--- src/rtl/spi_cmd_slave.sv ---
// SPI command slave: synchronized companion-MCU SPI bus decoded into config writes,
// channel enables, a status read and a little-endian word stream with valid/ready handshake.
module spi_cmd_slave #(
    parameter int NUM_CFG = 2,
    parameter int NUM_CH  = 2,
    parameter int DW      = 16,
    localparam int CH_W   = (NUM_CH > 1) ? $clog2(NUM_CH) : 1
) (
    input  logic                   clk,
    input  logic                   resetn,
    input  logic                   sspi_cs,
    input  logic                   sspi_clk,
    input  logic                   sspi_mosi,
    output logic                   sspi_miso,
    output logic [32*NUM_CFG-1:0]  cfg,
    output logic [NUM_CH-1:0]      load_active,
    output logic [CH_W-1:0]        load_ch,
    output logic [DW-1:0]          load_data,
    output logic                   load_last,
    output logic                   load_valid,
    input  logic                   load_ready,
    output logic                   err_overrun,
    output logic                   err_cmd
);
    localparam int LANES  = DW / 8;
    localparam int LANE_W = (LANES > 1) ? $clog2(LANES) : 1;
    localparam logic [7:0] NUM_CFG_B = 8'(NUM_CFG);
    localparam logic [7:0] NUM_CH_B  = 8'(NUM_CH);

    typedef enum logic [2:0] {S_IDLE, S_CMD, S_ARGS, S_DATA, S_DONE} state_t;

    state_t               state_q, state_d;
    logic [1:0]           cs_s_q, cs_s_d, sclk_s_q, sclk_s_d, mosi_s_q, mosi_s_d;
    logic                 sclk_prev_q, sclk_prev_d, cs_prev_q, cs_prev_d;
    logic [2:0]           bit_cnt_q, bit_cnt_d, arg_cnt_q, arg_cnt_d;
    logic [6:0]           sh_q, sh_d;
    logic [7:0]           cmd_q, cmd_d, idx_q, idx_d, snap_q, snap_d;
    logic [23:0]          arg_sh_q, arg_sh_d, len_q, len_d;
    logic [LANE_W-1:0]    lane_q, lane_d;
    logic [DW-1:0]        pack_q, pack_d;
    logic                 status_rd_q, status_rd_d;
    logic [32*NUM_CFG-1:0] cfg_q, cfg_d;
    logic [NUM_CH-1:0]    act_q, act_d;
    logic                 lv_q, lv_d, llast_q, llast_d;
    logic [CH_W-1:0]      lch_q, lch_d;
    logic [DW-1:0]        ldata_q, ldata_d;
    logic                 eovr_q, eovr_d, ecmd_q, ecmd_d, miso_q, miso_d;

    logic                 cs_hi, cs_rise, sclk_rise, sclk_fall, byte_done;
    logic [7:0]           rx_byte, status_now;
    logic [3:0]           act4;
    logic                 word_emit, word_last, ecmd_set, eovr_set;
    logic [DW-1:0]        word_data;

    always_comb begin
        state_d     = state_q;
        cs_s_d      = {cs_s_q[0], sspi_cs};
        sclk_s_d    = {sclk_s_q[0], sspi_clk};
        mosi_s_d    = {mosi_s_q[0], sspi_mosi};
        sclk_prev_d = sclk_s_q[1];
        cs_prev_d   = cs_s_q[1];
        bit_cnt_d   = bit_cnt_q;
        arg_cnt_d   = arg_cnt_q;
        sh_d        = sh_q;
        cmd_d       = cmd_q;
        idx_d       = idx_q;
        snap_d      = snap_q;
        arg_sh_d    = arg_sh_q;
        len_d       = len_q;
        lane_d      = lane_q;
        pack_d      = pack_q;
        status_rd_d = status_rd_q;
        cfg_d       = cfg_q;
        act_d       = act_q;
        lv_d        = lv_q;
        llast_d     = llast_q;
        lch_d       = lch_q;
        ldata_d     = ldata_q;
        miso_d      = miso_q;

        cs_hi      = cs_s_q[1];
        cs_rise    = cs_hi & ~cs_prev_q;
        sclk_rise  = sclk_s_q[1] & ~sclk_prev_q;
        sclk_fall  = ~sclk_s_q[1] & sclk_prev_q;
        rx_byte    = {sh_q, mosi_s_q[1]};
        byte_done  = 1'b0;
        word_emit  = 1'b0;
        word_last  = 1'b0;
        word_data  = '0;
        ecmd_set   = 1'b0;
        eovr_set   = 1'b0;
        act4       = '0;
        act4[NUM_CH-1:0] = act_q;
        status_now = {eovr_q, ecmd_q, 2'b00, act4};

        if (lv_q && load_ready) lv_d = 1'b0;

        if (cs_hi) begin
            state_d     = S_IDLE;
            bit_cnt_d   = '0;
            arg_cnt_d   = '0;
            lane_d      = '0;
            pack_d      = '0;
            len_d       = '0;
            sh_d        = '0;
            miso_d      = 1'b0;
            status_rd_d = 1'b0;
        end else if (state_q == S_IDLE) begin
            if (cs_prev_q) state_d = S_CMD;
        end else begin
            if (sclk_rise) begin
                sh_d      = rx_byte[6:0];
                bit_cnt_d = bit_cnt_q + 3'd1;
                byte_done = (bit_cnt_q == 3'd7);
            end
            if (sclk_fall)
                miso_d = (state_q == S_DATA && cmd_q == 8'h01) ? snap_q[3'd7 - bit_cnt_q] : 1'b0;
            if (byte_done) begin
                case (state_q)
                    S_CMD: begin
                        cmd_d     = rx_byte;
                        snap_d    = status_now;
                        arg_cnt_d = '0;
                        case (rx_byte)
                            8'h01: begin
                                state_d = S_DATA;
                                miso_d  = status_now[7];
                            end
                            8'h02, 8'h06, 8'h07: state_d = S_ARGS;
                            default: begin
                                ecmd_set = 1'b1;
                                state_d  = S_DONE;
                            end
                        endcase
                    end
                    S_ARGS: begin
                        arg_cnt_d = arg_cnt_q + 3'd1;
                        arg_sh_d  = {arg_sh_q[15:0], rx_byte};
                        if (arg_cnt_q == 3'd0) begin
                            idx_d = rx_byte;
                            if ((cmd_q == 8'h02) ? (rx_byte >= NUM_CFG_B) : (rx_byte >= NUM_CH_B)) begin
                                ecmd_set = 1'b1;
                                state_d  = S_DONE;
                            end
                        end else if (cmd_q == 8'h02 && arg_cnt_q == 3'd4) begin
                            for (int i = 0; i < NUM_CFG; i++)
                                if (idx_q == 8'(i)) cfg_d[32*i +: 32] = {arg_sh_q, rx_byte};
                            state_d = S_DONE;
                        end else if (cmd_q == 8'h06 && arg_cnt_q == 3'd1) begin
                            for (int i = 0; i < NUM_CH; i++)
                                if (idx_q == 8'(i)) act_d[i] = rx_byte[0];
                            state_d = S_DONE;
                        end else if (cmd_q == 8'h07 && arg_cnt_q == 3'd3) begin
                            len_d   = {arg_sh_q[15:0], rx_byte};
                            lane_d  = '0;
                            pack_d  = '0;
                            state_d = ({arg_sh_q[15:0], rx_byte} == 24'd0) ? S_DONE : S_DATA;
                        end
                    end
                    S_DATA: begin
                        if (cmd_q == 8'h01) begin
                            status_rd_d = 1'b1;
                            state_d     = S_DONE;
                        end else if (len_q != 24'd0) begin
                            for (int l = 0; l < LANES; l++)
                                if (lane_q == LANE_W'(l)) pack_d[8*l +: 8] = rx_byte;
                            len_d = len_q - 24'd1;
                            if (lane_q == LANE_W'(LANES - 1) || len_q == 24'd1) begin
                                word_emit = 1'b1;
                                word_last = (len_q == 24'd1);
                                word_data = pack_d;
                                lane_d    = '0;
                                pack_d    = '0;
                            end else begin
                                lane_d = lane_q + 1'b1;
                            end
                            if (len_q == 24'd1) state_d = S_DONE;
                        end
                    end
                    default: ;
                endcase
            end
        end

        // A held, unaccepted word is never overwritten; the newcomer is dropped.
        if (word_emit) begin
            if (lv_q && !load_ready) begin
                eovr_set = 1'b1;
            end else begin
                lv_d    = 1'b1;
                ldata_d = word_data;
                llast_d = word_last;
                lch_d   = idx_q[CH_W-1:0];
            end
        end

        eovr_d = eovr_set ? 1'b1 : ((cs_rise && status_rd_q) ? 1'b0 : eovr_q);
        ecmd_d = ecmd_set ? 1'b1 : ((cs_rise && status_rd_q) ? 1'b0 : ecmd_q);
    end

    always_ff @(posedge clk or negedge resetn) begin
        if (!resetn) begin
            state_q     <= S_IDLE;
            cs_s_q      <= '0;
            sclk_s_q    <= '0;
            mosi_s_q    <= '0;
            sclk_prev_q <= 1'b0;
            cs_prev_q   <= 1'b0;
            bit_cnt_q   <= '0;
            arg_cnt_q   <= '0;
            sh_q        <= '0;
            cmd_q       <= '0;
            idx_q       <= '0;
            snap_q      <= '0;
            arg_sh_q    <= '0;
            len_q       <= '0;
            lane_q      <= '0;
            pack_q      <= '0;
            status_rd_q <= 1'b0;
            cfg_q       <= '0;
            act_q       <= '0;
            lv_q        <= 1'b0;
            llast_q     <= 1'b0;
            lch_q       <= '0;
            ldata_q     <= '0;
            eovr_q      <= 1'b0;
            ecmd_q      <= 1'b0;
            miso_q      <= 1'b0;
        end else begin
            state_q     <= state_d;
            cs_s_q      <= cs_s_d;
            sclk_s_q    <= sclk_s_d;
            mosi_s_q    <= mosi_s_d;
            sclk_prev_q <= sclk_prev_d;
            cs_prev_q   <= cs_prev_d;
            bit_cnt_q   <= bit_cnt_d;
            arg_cnt_q   <= arg_cnt_d;
            sh_q        <= sh_d;
            cmd_q       <= cmd_d;
            idx_q       <= idx_d;
            snap_q      <= snap_d;
            arg_sh_q    <= arg_sh_d;
            len_q       <= len_d;
            lane_q      <= lane_d;
            pack_q      <= pack_d;
            status_rd_q <= status_rd_d;
            cfg_q       <= cfg_d;
            act_q       <= act_d;
            lv_q        <= lv_d;
            llast_q     <= llast_d;
            lch_q       <= lch_d;
            ldata_q     <= ldata_d;
            eovr_q      <= eovr_d;
            ecmd_q      <= ecmd_d;
            miso_q      <= miso_d;
        end
    end

    assign sspi_miso   = miso_q;
    assign cfg         = cfg_q;
    assign load_active = act_q;
    assign load_ch     = lch_q;
    assign load_data   = ldata_q;
    assign load_last   = llast_q;
    assign load_valid  = lv_q;
    assign err_overrun = eovr_q;
    assign err_cmd     = ecmd_q;
endmodule

--- config.mk ---
export PLATFORM = sky130hd
export DESIGN_NAME = spi_cmd_slave
export DESIGN_NICKNAME = d
export VERILOG_FILES = /design/src/rtl/spi_cmd_slave.sv
export SDC_FILE = /design/constraint.sdc
export NUM_CORES = 1
export LEC_CHECK = 0
export CAP_MARGIN = 10
export CORE_ASPECT_RATIO = 0.8
export CORE_UTILIZATION = 31
export DETAILED_ROUTE_END_ITERATION = 7
export DONT_BUFFER_PORTS = 1
export PLACE_DENSITY = 0.53
export SLEW_MARGIN = 20
export SYNTH_ARGS = -nofsm -noshare
export SYNTH_HDL_FRONTEND = slang
export SYNTH_SLANG_ARGS = --single-unit
--- constraint.sdc ---
create_clock -name clk -period 2.78 [get_ports clk]
set_input_delay 0.556 -clock clk [delete_from_list [all_inputs] [get_ports clk]]
set_output_delay 0.556 -clock clk [all_outputs]
set_load 0.01 [all_outputs]
==> metrics <==
synth cell count leaders=198 x dfrtp_1, 116 x mux2_2, 61 x nor2_1; Pre-Repair DR Iteration Count=8; relative slew slack=53.35%; largest net degree at the start of global routing=199; class of the worst hold path=input port to async pin; final setup violation count=0; crit path buf inv count=1; Peak Freq=384.1 MHz; vias in the first global route=5854; grt ovf=0; synthesized instance count=736; max-slew violations=0; Starting Density=31.70%; H-tree Lvls=4; initial antenna violation count=0; failing checks=DRC, hold timing; TritonCTS buffer count=17; Ports=94; Max IR drop VDD=435.1 uV; Top delay family on crit path=simple AND/OR/NAND/NOR gates; GRT Total Usage=15.63%; Layout area overhead=12.89%; slowest cell delay on critical path=0.63 ns; outcome=finished, violations left; chip width=192.6 um; Async S/R FF share, synth=100.0%; Worst path depth=7; sequential area share after synthesis=54.99%; Final Hold Viols=198; flop-to-flop setup slack=0.18 ns; CTS tree=yes; Worst-Margin Slew=0.6997 ns; worst setup path startpoint=len_q[10]; dpl ws=0.1953 ns; drt initial violations=522; mean area per synthesized cell=12.24 um2; via count of the routed design=5831; slowest stage cell, crit path=or4_1; ANT cells=0; clock sink total=198; top_reg_cell synth=dfrtp_1; post-synth top area share=54.99%; Critical Path RT=3.10 ns; RSZ-0062 raised after global routing=no; placer's final routability congestion estimate=0.8328; most frequent cell after synthesis=dfrtp_1; synth unique cells=76; EDFF count, synth=0; first-pass GRT wire length=35.26 mm; Final WS setup=0.1765 ns; CP cell instances=or4_1 > nor3b_4 > a31o_2 > nand3_2 > nor2b_2 > buf_12 > mux2_2; drt drc=14; ratio of cells with drive above 1 in the final layout=28.24%; Min Hold Slack=-0.1804 ns; Clock Tree Root=clkbuf_16; WL final=22.36 mm; CP Capture Type=flip-flop; Mapped Area=9010 um2; Final #Nets=767; PwrDens=549.3 nW/um2; Worst Reg-to-Reg Cells=7; Die Height=154.5 um; Final Cycle Share=93.65%; top cells by area, synth=dfrtp_1 55%, mux2_2 14%, mux2i_1 3.0%; WS Path Type=flip-flop to flip-flop; Port Buf Inserts=0; top cell type by total area after synthesis=dfrtp_1; core area=28420 um2; Worst Skew=0.01519 ns; die area=29750 um2; max-cap check violation count=0; Syn. warnings=0; antenna viol nets, final=0; Yosys reg bits=198; HPWL after DPL=14.73 mm; Pleak=4.771 nW; Site Rows=55; clock buffer depth=2; clk_lat worst skew=0.45 ns; vias per cell=5.137; crit path max fanout=17; syn nets=751; total negative slack=0 ns; CTS clk-pin slew, worst paths=0.08 ns; Avg WL per Cell=19.70 um; Critical Path Start Type=flip-flop; r2r startpoint=len_q[10]; WP data arrival=2.93 ns; min Tclk post-route=2.604 ns
==> power by group <==
part	leakage (nW)	switching, mW	internal (mW)	total (mW)
sequential	2.74	0.0126	2.89	2.90
combinational	1.75	0.113	0.0731	0.186
clock	0.282	1.22	1.28	2.50
total	4.77	1.35	4.24	5.59
==> worst paths after layout <==
| check | to |
|---|---|
| min in group clk | sclk_s_q[0] |
| max | load_data[5] |
| max reg2reg | load_data[5] |
| min reg2reg | sclk_s_q[1] |
| max in group asynchronous | load_data[5] |
| min | cfg[30] |
==> final cells by class <==
class                           count  area (um2)
Inverter                            7       26.28
Timing Repair Buffer               40       350.3
Sequential cell                   198        4955
Clock inverter                     14       162.7
Fill cell                        2814       18250
Multi-Input combinational cell    488        3785
Tap cell                          370       462.9
Clock buffer                       18       429.2
==> state kept, by name, indices dropped and copies added, names as in the netlist, 4 cells and up <==
signal,count
sh_q,7
len_q,24
load_data,16
cfg,64
arg_sh_q,24
snap_q,4
cmd_q,8
pack_q,16
idx_q,8
==> logic make-up (layout without fill, tap and decap cells) <==
kind of cell / after synthesis / count (layout) / share of synthesized area (%)
flip-flops: 198 / 198 / 54.99
buffers and inverters: 50 / 79 / 3.097
multiplexers: 156 / 156 / 19.54
AND/OR/NAND/NOR: 196 / 196 / 12.23
AO/OA/AOI/OAI: 124 / 124 / 8.596
XOR/XNOR: 3 / 3 / 0.2917
adder cells (fa/ha/maj): 9 / 9 / 1.250
==> repair_timing <==
action,in CTS,in global routing
endpoints found under the hold margin,198,198
setup buffers,0,0
setup endpoints to repair,0,0
gates resized for setup,0,0
==> metrics by stage <==
| step | cells | utilization [%] | power (mW) | hold slack (ns) | cell area [um2] |
|---|---|---|---|---|---|
| after global placement | 1103 | 33.70 | 3.145 | 0.2742 | 9579 |
| after CTS | 1135 | 35.79 | 5.654 | -0.2078 | 10170 |
| after detailed placement | 1103 | 33.70 | 3.145 | 0.2729 | 9579 |
| final | 1135 | 35.79 | 5.587 | -0.1804 | 10170 |
| after global routing | 1135 | 35.79 | 5.772 | -0.2053 | 10170 |
| after floorplan | 736 | - | 3.079 | 0.2604 | 9010 |
==> placed cells by master (no fill, tap or decap), drive strengths merged, types with 4 or more instances in the layout <==
cell    count
nand2      27
nor4       21
nor3       16
buf        40
nor3b       4
clkbuf     18
nand3b      5
a21oi      31
ha          9
nor4b       5
a22o        8
nand2b      4
dfrtp     198
inv        12
nand3       9
clkinv      6
nor2       61
mux2i      27
or4         5
mux2      129
o21ai      48
nor2b      13
and3        8
==> metal layers <==
metal	up-vias	global-route usage [%]	wire length, um
met3	19	4.402	1195
met2	125	21.88	9492
met5	-	0	0
li1	2699	-	-
met1	2988	23.33	11450
met4	0	4.049	225
Power figures use the tool's default switching activity.
